[src/rtl/game_flow_if.sv]
// game_flow_if: signals exchanged between game_flow_ctrl and the input debouncers,
// game world logic, game timer and HUD renderer.
interface game_flow_if;
    logic       btn_start;
    logic       btn_pause;
    logic       player_dead;
    logic       all_enemies_dead;
    logic       timer_done;
    logic       timer_start;
    logic       timer_tick;
    logic [2:0] state;
    logic [7:0] ready_cnt;
    logic       game_active;

    // Sequencer side
    modport master (
        input  btn_start, btn_pause, player_dead, all_enemies_dead, timer_done,
        output timer_start, timer_tick, state, ready_cnt, game_active
    );

    // Environment side
    modport slave (
        output btn_start, btn_pause, player_dead, all_enemies_dead, timer_done,
        input  timer_start, timer_tick, state, ready_cnt, game_active
    );
endinterface

[src/rtl/game_flow_ctrl.sv]
// game_flow_ctrl: READY/PLAY/PAUSE/WIN/LOSE sequencer that drives the game timer's reload
// pulse and gated tick. PAUSE exists only when GAME_PAUSE_EN is defined.
module game_flow_ctrl #(
    parameter int unsigned CLK_HZ      = 25000000,
    parameter int unsigned TICK_HZ     = 60,
    parameter int unsigned READY_TICKS = 180
) (
    input logic         clk,
    input logic         reset,
    game_flow_if.master bus
);
    localparam int unsigned   DIV        = CLK_HZ / TICK_HZ;
    localparam int unsigned   PW         = (DIV > 1) ? $clog2(DIV) : 1;
    localparam logic [PW-1:0] PRESC_LAST = PW'(DIV - 1);
    localparam logic [7:0]    READY_LOAD = 8'(READY_TICKS);

    typedef enum logic [2:0] {
        S_IDLE  = 3'd0,
        S_READY = 3'd1,
        S_PLAY  = 3'd2,
        S_PAUSE = 3'd3,
        S_WIN   = 3'd4,
        S_LOSE  = 3'd5
    } state_t;

    state_t        state_q, state_d;
    logic [PW-1:0] presc_q, presc_d;
    logic [7:0]    ready_q, ready_d;
    logic          start_q, start_d;
    logic          tick_q;
    logic          active_q;
    logic          wrap;

    assign wrap = (presc_q == PRESC_LAST);

    always_comb begin
        state_d = state_q;
        ready_d = ready_q;
        start_d = 1'b0;
        presc_d = wrap ? '0 : presc_q + PW'(1);
        case (state_q)
            S_IDLE, S_WIN, S_LOSE: begin
                if (bus.btn_start) begin
                    // Clearing the prescaler here fixes the phase of every later tick.
                    state_d = S_READY;
                    ready_d = READY_LOAD;
                    start_d = 1'b1;
                    presc_d = '0;
                end
            end
            S_READY: begin
                if (wrap) begin
                    ready_d = ready_q - 8'd1;
                    if (ready_q == 8'd1) state_d = S_PLAY;
                end
            end
            S_PLAY: begin
                if (bus.player_dead || bus.timer_done) state_d = S_LOSE;
                else if (bus.all_enemies_dead)         state_d = S_WIN;
`ifdef GAME_PAUSE_EN
                else if (bus.btn_pause)                state_d = S_PAUSE;
`endif
            end
            S_PAUSE: begin
`ifdef GAME_PAUSE_EN
                if (bus.btn_pause) state_d = S_PLAY;
`else
                state_d = S_IDLE;
`endif
            end
            default: state_d = S_IDLE;
        endcase
    end

    always_ff @(posedge clk or posedge reset) begin
        if (reset) begin
            state_q  <= S_IDLE;
            presc_q  <= '0;
            ready_q  <= '0;
            start_q  <= 1'b0;
            tick_q   <= 1'b0;
            active_q <= 1'b0;
        end else begin
            state_q  <= state_d;
            presc_q  <= presc_d;
            ready_q  <= ready_d;
            start_q  <= start_d;
            // Gated on the current state so a wrap coinciding with an exit still ticks.
            tick_q   <= wrap && (state_q == S_PLAY);
            active_q <= (state_d == S_PLAY);
        end
    end

    assign bus.state       = state_q;
    assign bus.ready_cnt   = ready_q;
    assign bus.timer_start = start_q;
    assign bus.timer_tick  = tick_q;
    assign bus.game_active = active_q;
endmodule

[src/flat_wrapper.sv]
// flat-port wrapper written by rule: the top's interface ports become plain ports
module game_flow_ctrl_flat 
#(
    parameter int unsigned CLK_HZ      = 25000000,
    parameter int unsigned TICK_HZ     = 60,
    parameter int unsigned READY_TICKS = 180
)
  (clk, reset, bus_btn_start, bus_btn_pause, bus_player_dead, bus_all_enemies_dead, bus_timer_done, bus_timer_start, bus_timer_tick, bus_state, bus_ready_cnt, bus_game_active);
  game_flow_if bus_i ();
  input logic clk;
  input logic reset;
  input wire logic [$bits(bus_i.btn_start)-1:0] bus_btn_start;
  input wire logic [$bits(bus_i.btn_pause)-1:0] bus_btn_pause;
  input wire logic [$bits(bus_i.player_dead)-1:0] bus_player_dead;
  input wire logic [$bits(bus_i.all_enemies_dead)-1:0] bus_all_enemies_dead;
  input wire logic [$bits(bus_i.timer_done)-1:0] bus_timer_done;
  output wire logic [$bits(bus_i.timer_start)-1:0] bus_timer_start;
  output wire logic [$bits(bus_i.timer_tick)-1:0] bus_timer_tick;
  output wire logic [$bits(bus_i.state)-1:0] bus_state;
  output wire logic [$bits(bus_i.ready_cnt)-1:0] bus_ready_cnt;
  output wire logic [$bits(bus_i.game_active)-1:0] bus_game_active;
  assign bus_i.btn_start = bus_btn_start;
  assign bus_i.btn_pause = bus_btn_pause;
  assign bus_i.player_dead = bus_player_dead;
  assign bus_i.all_enemies_dead = bus_all_enemies_dead;
  assign bus_i.timer_done = bus_timer_done;
  assign bus_timer_start = bus_i.timer_start;
  assign bus_timer_tick = bus_i.timer_tick;
  assign bus_state = bus_i.state;
  assign bus_ready_cnt = bus_i.ready_cnt;
  assign bus_game_active = bus_i.game_active;
  game_flow_ctrl #(.CLK_HZ(CLK_HZ), .TICK_HZ(TICK_HZ), .READY_TICKS(READY_TICKS)) u_core (.clk(clk), .reset(reset), .bus(bus_i));
endmodule
[config.mk]
export PLATFORM = sky130hd
export DESIGN_NAME = game_flow_ctrl_flat
export DESIGN_NICKNAME = d
export VERILOG_FILES = /design/src/rtl/game_flow_if.sv /design/src/rtl/game_flow_ctrl.sv /design/src/flat_wrapper.sv
export SDC_FILE = /design/constraint.sdc
export NUM_CORES = 1
export LEC_CHECK = 0
export CORE_UTILIZATION = 59
export CTS_CLUSTER_SIZE = 14
export DETAILED_ROUTE_END_ITERATION = 10
export PLACE_DENSITY = 0.86
export SLEW_MARGIN = 20
export SYNTH_ARGS = -nofsm -noshare
export SYNTH_HDL_FRONTEND = slang
export SYNTH_SLANG_ARGS = --single-unit
[constraint.sdc]
create_clock -name clk -period 4.2 [get_ports clk]
set_clock_uncertainty 0.2 [all_clocks]
set_input_delay 0.42 -clock clk [delete_from_list [all_inputs] [get_ports clk]]
set_output_delay 0.42 -clock clk [all_outputs]
set_load 0.03 [all_outputs]
## Word level (Yosys, flattened, before mapping)

Index checks and enable logic that the tools add are counted.

- Output and inout port bits: 14
- Bits in registers: 33
- Input bits: 7
- Word-level logic and storage cells: 37

- Add/subtract/negate cells: 2
- Reductions and logical operators: 6
- Equality and inequality tests: 9
- Muxes and demuxes: 14

Operators with widths:

| operator | number |
|---|---|
| $mux W19 | 3 |
| $add A19 B1 Y19 const B | 1 |
| $eq A19 B19 Y1 const B | 1 |
| $mux W8 | 2 |
| $pmux W8 S2 | 1 |
| $mux W3 | 5 |
| $pmux W3 S3 | 1 |
| $eq A8 B1 Y1 const B | 1 |
| $sub A8 B1 Y8 const B | 1 |
| $eq A3 B2 Y1 const B | 2 |
| $eq A3 B3 Y1 const B | 2 |
| $eq A3 B1 Y1 const B | 1 |
| $logic_not A3 Y1 | 1 |
| $reduce_and A3 Y1 | 1 |
| $reduce_or A3 Y1 | 1 |
| $mux W1 | 2 |
| $ne A2 B1 Y1 const B | 1 |
| $ne A2 B2 Y1 const B | 1 |
| $reduce_bool A2 Y1 | 1 |
| $logic_and A1 B1 Y1 | 1 |
| $logic_or A1 B1 Y1 | 1 |

## Depth between registers and ports, before layout

- Depth in word-level cells: 5
- Gate-level depth with buffers: 8
- Gate-level depth less buffers: 6

## Worst setup path after synthesis

OpenSTA, ideal clock, no wires.

- Path type: reg-to-reg
- Start: register u_core.state_q[0] (netlist: u_core.bus.state[0])
- End: register u_core.presc_q[10]
- Arrival: 1656 ps
- Data required time: 3879 ps
- Setup time: 121 ps
- Buffers on the path: 2
- Period minus slack after synthesis: 1977 ps
- Cell stages (with the launch flop): 7
- Slack: 2223 ps
- Cells stage by stage: dfrtp_1 > nor2b_1 > or3b_2 > buf_2 > o21ai_4 > buf_2 > nor2_1

- Word-level cells in the longest chain between the ends: 3
- Elaborated cells between the ends (all ways): 5
- Classes of those cells: 2 x eq/ne; 1 x mux; 2 x reduce/logical

RTL lines:

| what | line | RTL |
|---|---|---|
| from (decl) | game_flow_ctrl.sv:26 | `state_t state_q, state_d;` |
| from (signal assigned) | game_flow_ctrl.sv:84 | `state_q <= state_d;` |
| $eq A3 B3 Y1 / $logic_not A3 Y1 (equally long branches) | game_flow_ctrl.sv:41 | `case (state_q)` |
| $reduce_or A3 Y1 * | game_flow_ctrl.sv:41 |  |
| $mux W19 * | game_flow_ctrl.sv:41 |  |
| net u_core.presc_d[10] | game_flow_ctrl.sv:27 | `logic [PW-1:0] presc_q, presc_d;` |
| to (signal assigned) | game_flow_ctrl.sv:85 | `presc_q <= presc_d;` |
| to (decl) | game_flow_ctrl.sv:27 |  |

The timed path passes the listed nets; every way through them passes the cells marked *.
A chain may end at the register's enable or synchronous reset.

## Worst setup path after layout

- Start: register u_core.presc_q[1]
- End: register u_core.presc_q[18]

- Word-level cells in the longest chain between the ends: 4
- Elaborated cells between the ends (all ways): 5
- Classes of those cells: 1 x add/sub; 1 x eq/ne; 3 x mux

RTL lines:

| what | line | RTL |
|---|---|---|
| $add A19 B1 Y19 / $eq A19 B19 Y1 (equally long branches) | game_flow_ctrl.sv:40, game_flow_ctrl.sv:34 |  |
| $mux W19 * | game_flow_ctrl.sv:40 | `presc_d = wrap ? '0 : presc_q + PW'(1);` |
| $mux W19 | game_flow_ctrl.sv:43 | `if (bus.btn_start) begin` |
| $mux W19 * | game_flow_ctrl.sv:41 |  |
| net u_core.presc_d[18] | game_flow_ctrl.sv:27 |  |

Marks and branches as above.

==> run metrics <==
slew margin rel.=46.4%; arrival time worst endpoint=2.39 ns; DIE WIDTH=56.7 um; Post-Syn Area=1760 um^2; H-Tree Depth=2; drt initial violations=79; Crit Path Class=flop to flop; GRT Total Usage=26.2%; Yosys cell types=38; Antenna diodes=0; CTS tree=built; # setup viols final=0; worst-margin pin slew=0.803 ns; Pleak=0.861 nW; commonest non-fill, non-tap cell in the layout=dfrtp_1; Reg area=826 um^2; total die area=3210 um^2; Psw=0.000246 W; Mapped Cells=182; Layout fillers=217; RSZ-0062 raised after global routing=no; max_cap viols=0; final hold viol count=0; Int Power=0.000512 W; GRT overflow=0; CP required=4.23 ns; largest family of logic cells by synthesized area=simple AND/OR/NAND/NOR gates; first-pass GRT wire length=6330 um; #FFs+latches synth=33; switching share of power=32.4%; post-synthesis simple-gate area fraction=29.5%; Vias per Instance=6.26; Tot Pwr=0.000758 W; Compound-Gate Fraction of Synth Area=9.72%; Tcrit/Tclk final=56.1%; share of cells above drive strength 1=7.35%; Clock Power Share=26.6%; DP HPWL=2660 um; setup_tns=0 ns; violated checks=design-rule violations; Top Ports=21; post-synthesis adder-cell area fraction=2.84%; clock sinks=33; Site Rows=19; PostCTS Resize Cnt=0; DRT antenna net count=0; TritonRoute pass-1 iters=7; Final nets=214; Sequential Power Share=54.7%; largest net degree at the start of global routing=23; outcome=complete, but fails checks; DIE HEIGHT=56.7 um; wire per inst=15.6 um; Syn Area/Cell=9.69 um^2; root buffer cell=clkbuf_4; most frequent cells in the layout=33 x dfrtp_1, 26 x nor2_1, 19 x clkdlybuf4s50_1; kind of start point of the critical path=flop; maximum VDD drop=0.000290 V; CTS buffer count=5; highest attainable clock frequency=0.424 GHz; Synth Net Count=193; clock transition at the registers of the reported paths=0.10 ns; remaining routing DRC violations=10; PwrDens=372 nW/um^2; fin. max-slew vios=0; YS warnings=0; core area=2810 um^2; vias=1472; worst-skew pair later-pin latency=0.34 ns; post-synthesis sequential area ratio=46.8%; min Tclk post-route=2.36 ns; clock buffer depth=2; Starting Density=62.9%; setup bufs post-CTS=0; drt total wl=3670 um; synthesis-to-layout area growth=15.4%; Synth Area in XOR/XNOR=5.96%; IO buf count=19; power share of the combinational group=18.7%; post-synthesis mux area share=1.70%; CP endpoint kind=flop; area occupied by multi-input gates=877 um^2; antenna violations before repair=0; Hold Buf Count CTS=0; number of global-route vias before repair=1449; RD Place Congestion=0.841; Max FO, Critical Path=19; Hold Path Class=input pin to asynchronous set/reset pin
## kinds of logic after synthesis
group / count (synthesis)
adders and majority gates: 4
xor gates and xnor gates: 12
and+or+nand+nor: 93
buffers and inverters: 13
AOI/OAI and AO/OA: 24
DFF: 33
muxes: 3
## through the flow
stage,cell area (um^2),hold slack (ns),instances,utilization (%),setup WS (ns)
6_report,2040,0.328,235,72.6,1.84
3_3_place_gp,1970,0.333,227,70.1,1.92
2_1_floorplan,1760,0.314,182,-,2.22
4_1_cts,2040,0.354,235,72.6,1.83
3_5_place_dp,1970,0.358,227,70.1,1.84
5_1_grt,2040,0.415,235,72.6,1.68
## path summary, 6_finish.rpt
check | slack, ns | from | depth (start not counted) | to
worst max-delay path | 1.84 | u_core.presc_q[1] | 6 | u_core.presc_q[18]
worst min-delay path | 0.33 | reset | 2 | u_core.bus.timer_tick
worst max register to register | 1.84 | u_core.presc_q[1] | 6 | u_core.presc_q[18]
worst min register to register | 0.38 | u_core.bus.ready_cnt[7] | 2 | u_core.bus.ready_cnt[7]
max in group asynchronous | 2.81 | reset | 3 | u_core.presc_q[4]
min in group clk | 0.38 | u_core.bus.ready_cnt[7] | 2 | u_core.bus.ready_cnt[7]
## power groups by stage
| stage | logic, W | registers (W) | clock network [W] |
|---|---|---|---|
| after floorplan | 0.000110 | 0.000404 | 0 |
| after global placement | 0.000135 | 0.000415 | 0 |
| after detailed placement | 0.000142 | 0.000418 | 0 |
| after CTS | 0.000143 | 0.000411 | 0.000209 |
| after global routing | 0.000164 | 0.000421 | 0.000221 |
| final | 0.000142 | 0.000415 | 0.000201 |
## cell type report
cell class | count | share of cell area [%]
sequential | 33 | 40.6
tap | 31 | 1.91
clock buffer | 7 | 3.20
timing repair buffer | 20 | 9.71
clock inverter | 1 | 0.246
multi-input combinational | 136 | 43.1
inverter | 7 | 1.29
## synth_stat cells
| library cell | count | area [um^2] |
|---|---|---|
| buf_6 | 1 | 11.3 |
| or3b_2 | 1 | 8.76 |
| a41oi_1 | 1 | 8.76 |
| a32o_1 | 1 | 10.0 |
| and4_1 | 2 | 17.5 |
| nand2_1 | 8 | 30.0 |
| buf_2 | 4 | 20.0 |
| mux2i_1 | 3 | 30.0 |
| nor3b_2 | 1 | 12.5 |
| nand4_2 | 1 | 12.5 |
| and4b_1 | 1 | 10.0 |
| and2_1 | 2 | 12.5 |
| or3_1 | 3 | 18.8 |
| nor4b_1 | 1 | 8.76 |
| nand4_1 | 10 | 62.6 |
| nor4_1 | 3 | 18.8 |
| or4_1 | 7 | 52.6 |
| o21ba_2 | 1 | 10.0 |
| nor3_1 | 7 | 35.0 |
| xor2_1 | 4 | 35.0 |
| o31a_1 | 2 | 17.5 |
| o21ai_4 | 1 | 16.3 |
| dfrtp_1 | 33 | 826 |
| and3_1 | 4 | 25.0 |
| clkbuf_1 | 1 | 3.75 |
| inv_1 | 7 | 26.3 |
| nor2b_1 | 1 | 6.26 |
| nor4b_2 | 1 | 15.0 |
| a21oi_1 | 6 | 30.0 |
| nand3_1 | 12 | 60.1 |
| nor2_1 | 26 | 97.6 |
| xnor2_1 | 8 | 70.1 |
| ha_1 | 4 | 50.1 |
| o31ai_1 | 6 | 45.0 |
| o22a_1 | 1 | 8.76 |
| nand3b_1 | 1 | 7.51 |
| and3b_1 | 1 | 8.76 |
| o21ai_0 | 5 | 25.0 |
## per-layer routing
| layer | routed length (um) | up-vias | global-route usage, % |
|---|---|---|---|
| met1 | 1460 | 710 | 30.4 |
| met5 | 0 | - | 0 |
| met2 | 1950 | 46 | 44.6 |
| met4 | 79 | 0 | 12.9 |
| met3 | 179 | 10 | 6.91 |
| li1 | - | 706 | - |
## flip-flops by register name, indices dropped and copies added, names as in the netlist
signal,flops
u_core.presc_q,19
u_core.bus.ready_cnt,8
u_core.bus.state,3
u_core.bus.game_active,1
u_core.bus.timer_start,1
u_core.bus.timer_tick,1
## critical path, stage by stage, from the launching register on
cell and delay, ns:
dfrtp_1 0.45, inv_1 0.08, ha_1 0.18, and4b_1 0.21, nand3_1 0.35, o21ai_4 0.56
o21ba_2 0.23
Note: power is estimated with default switching activity, not from simulation.
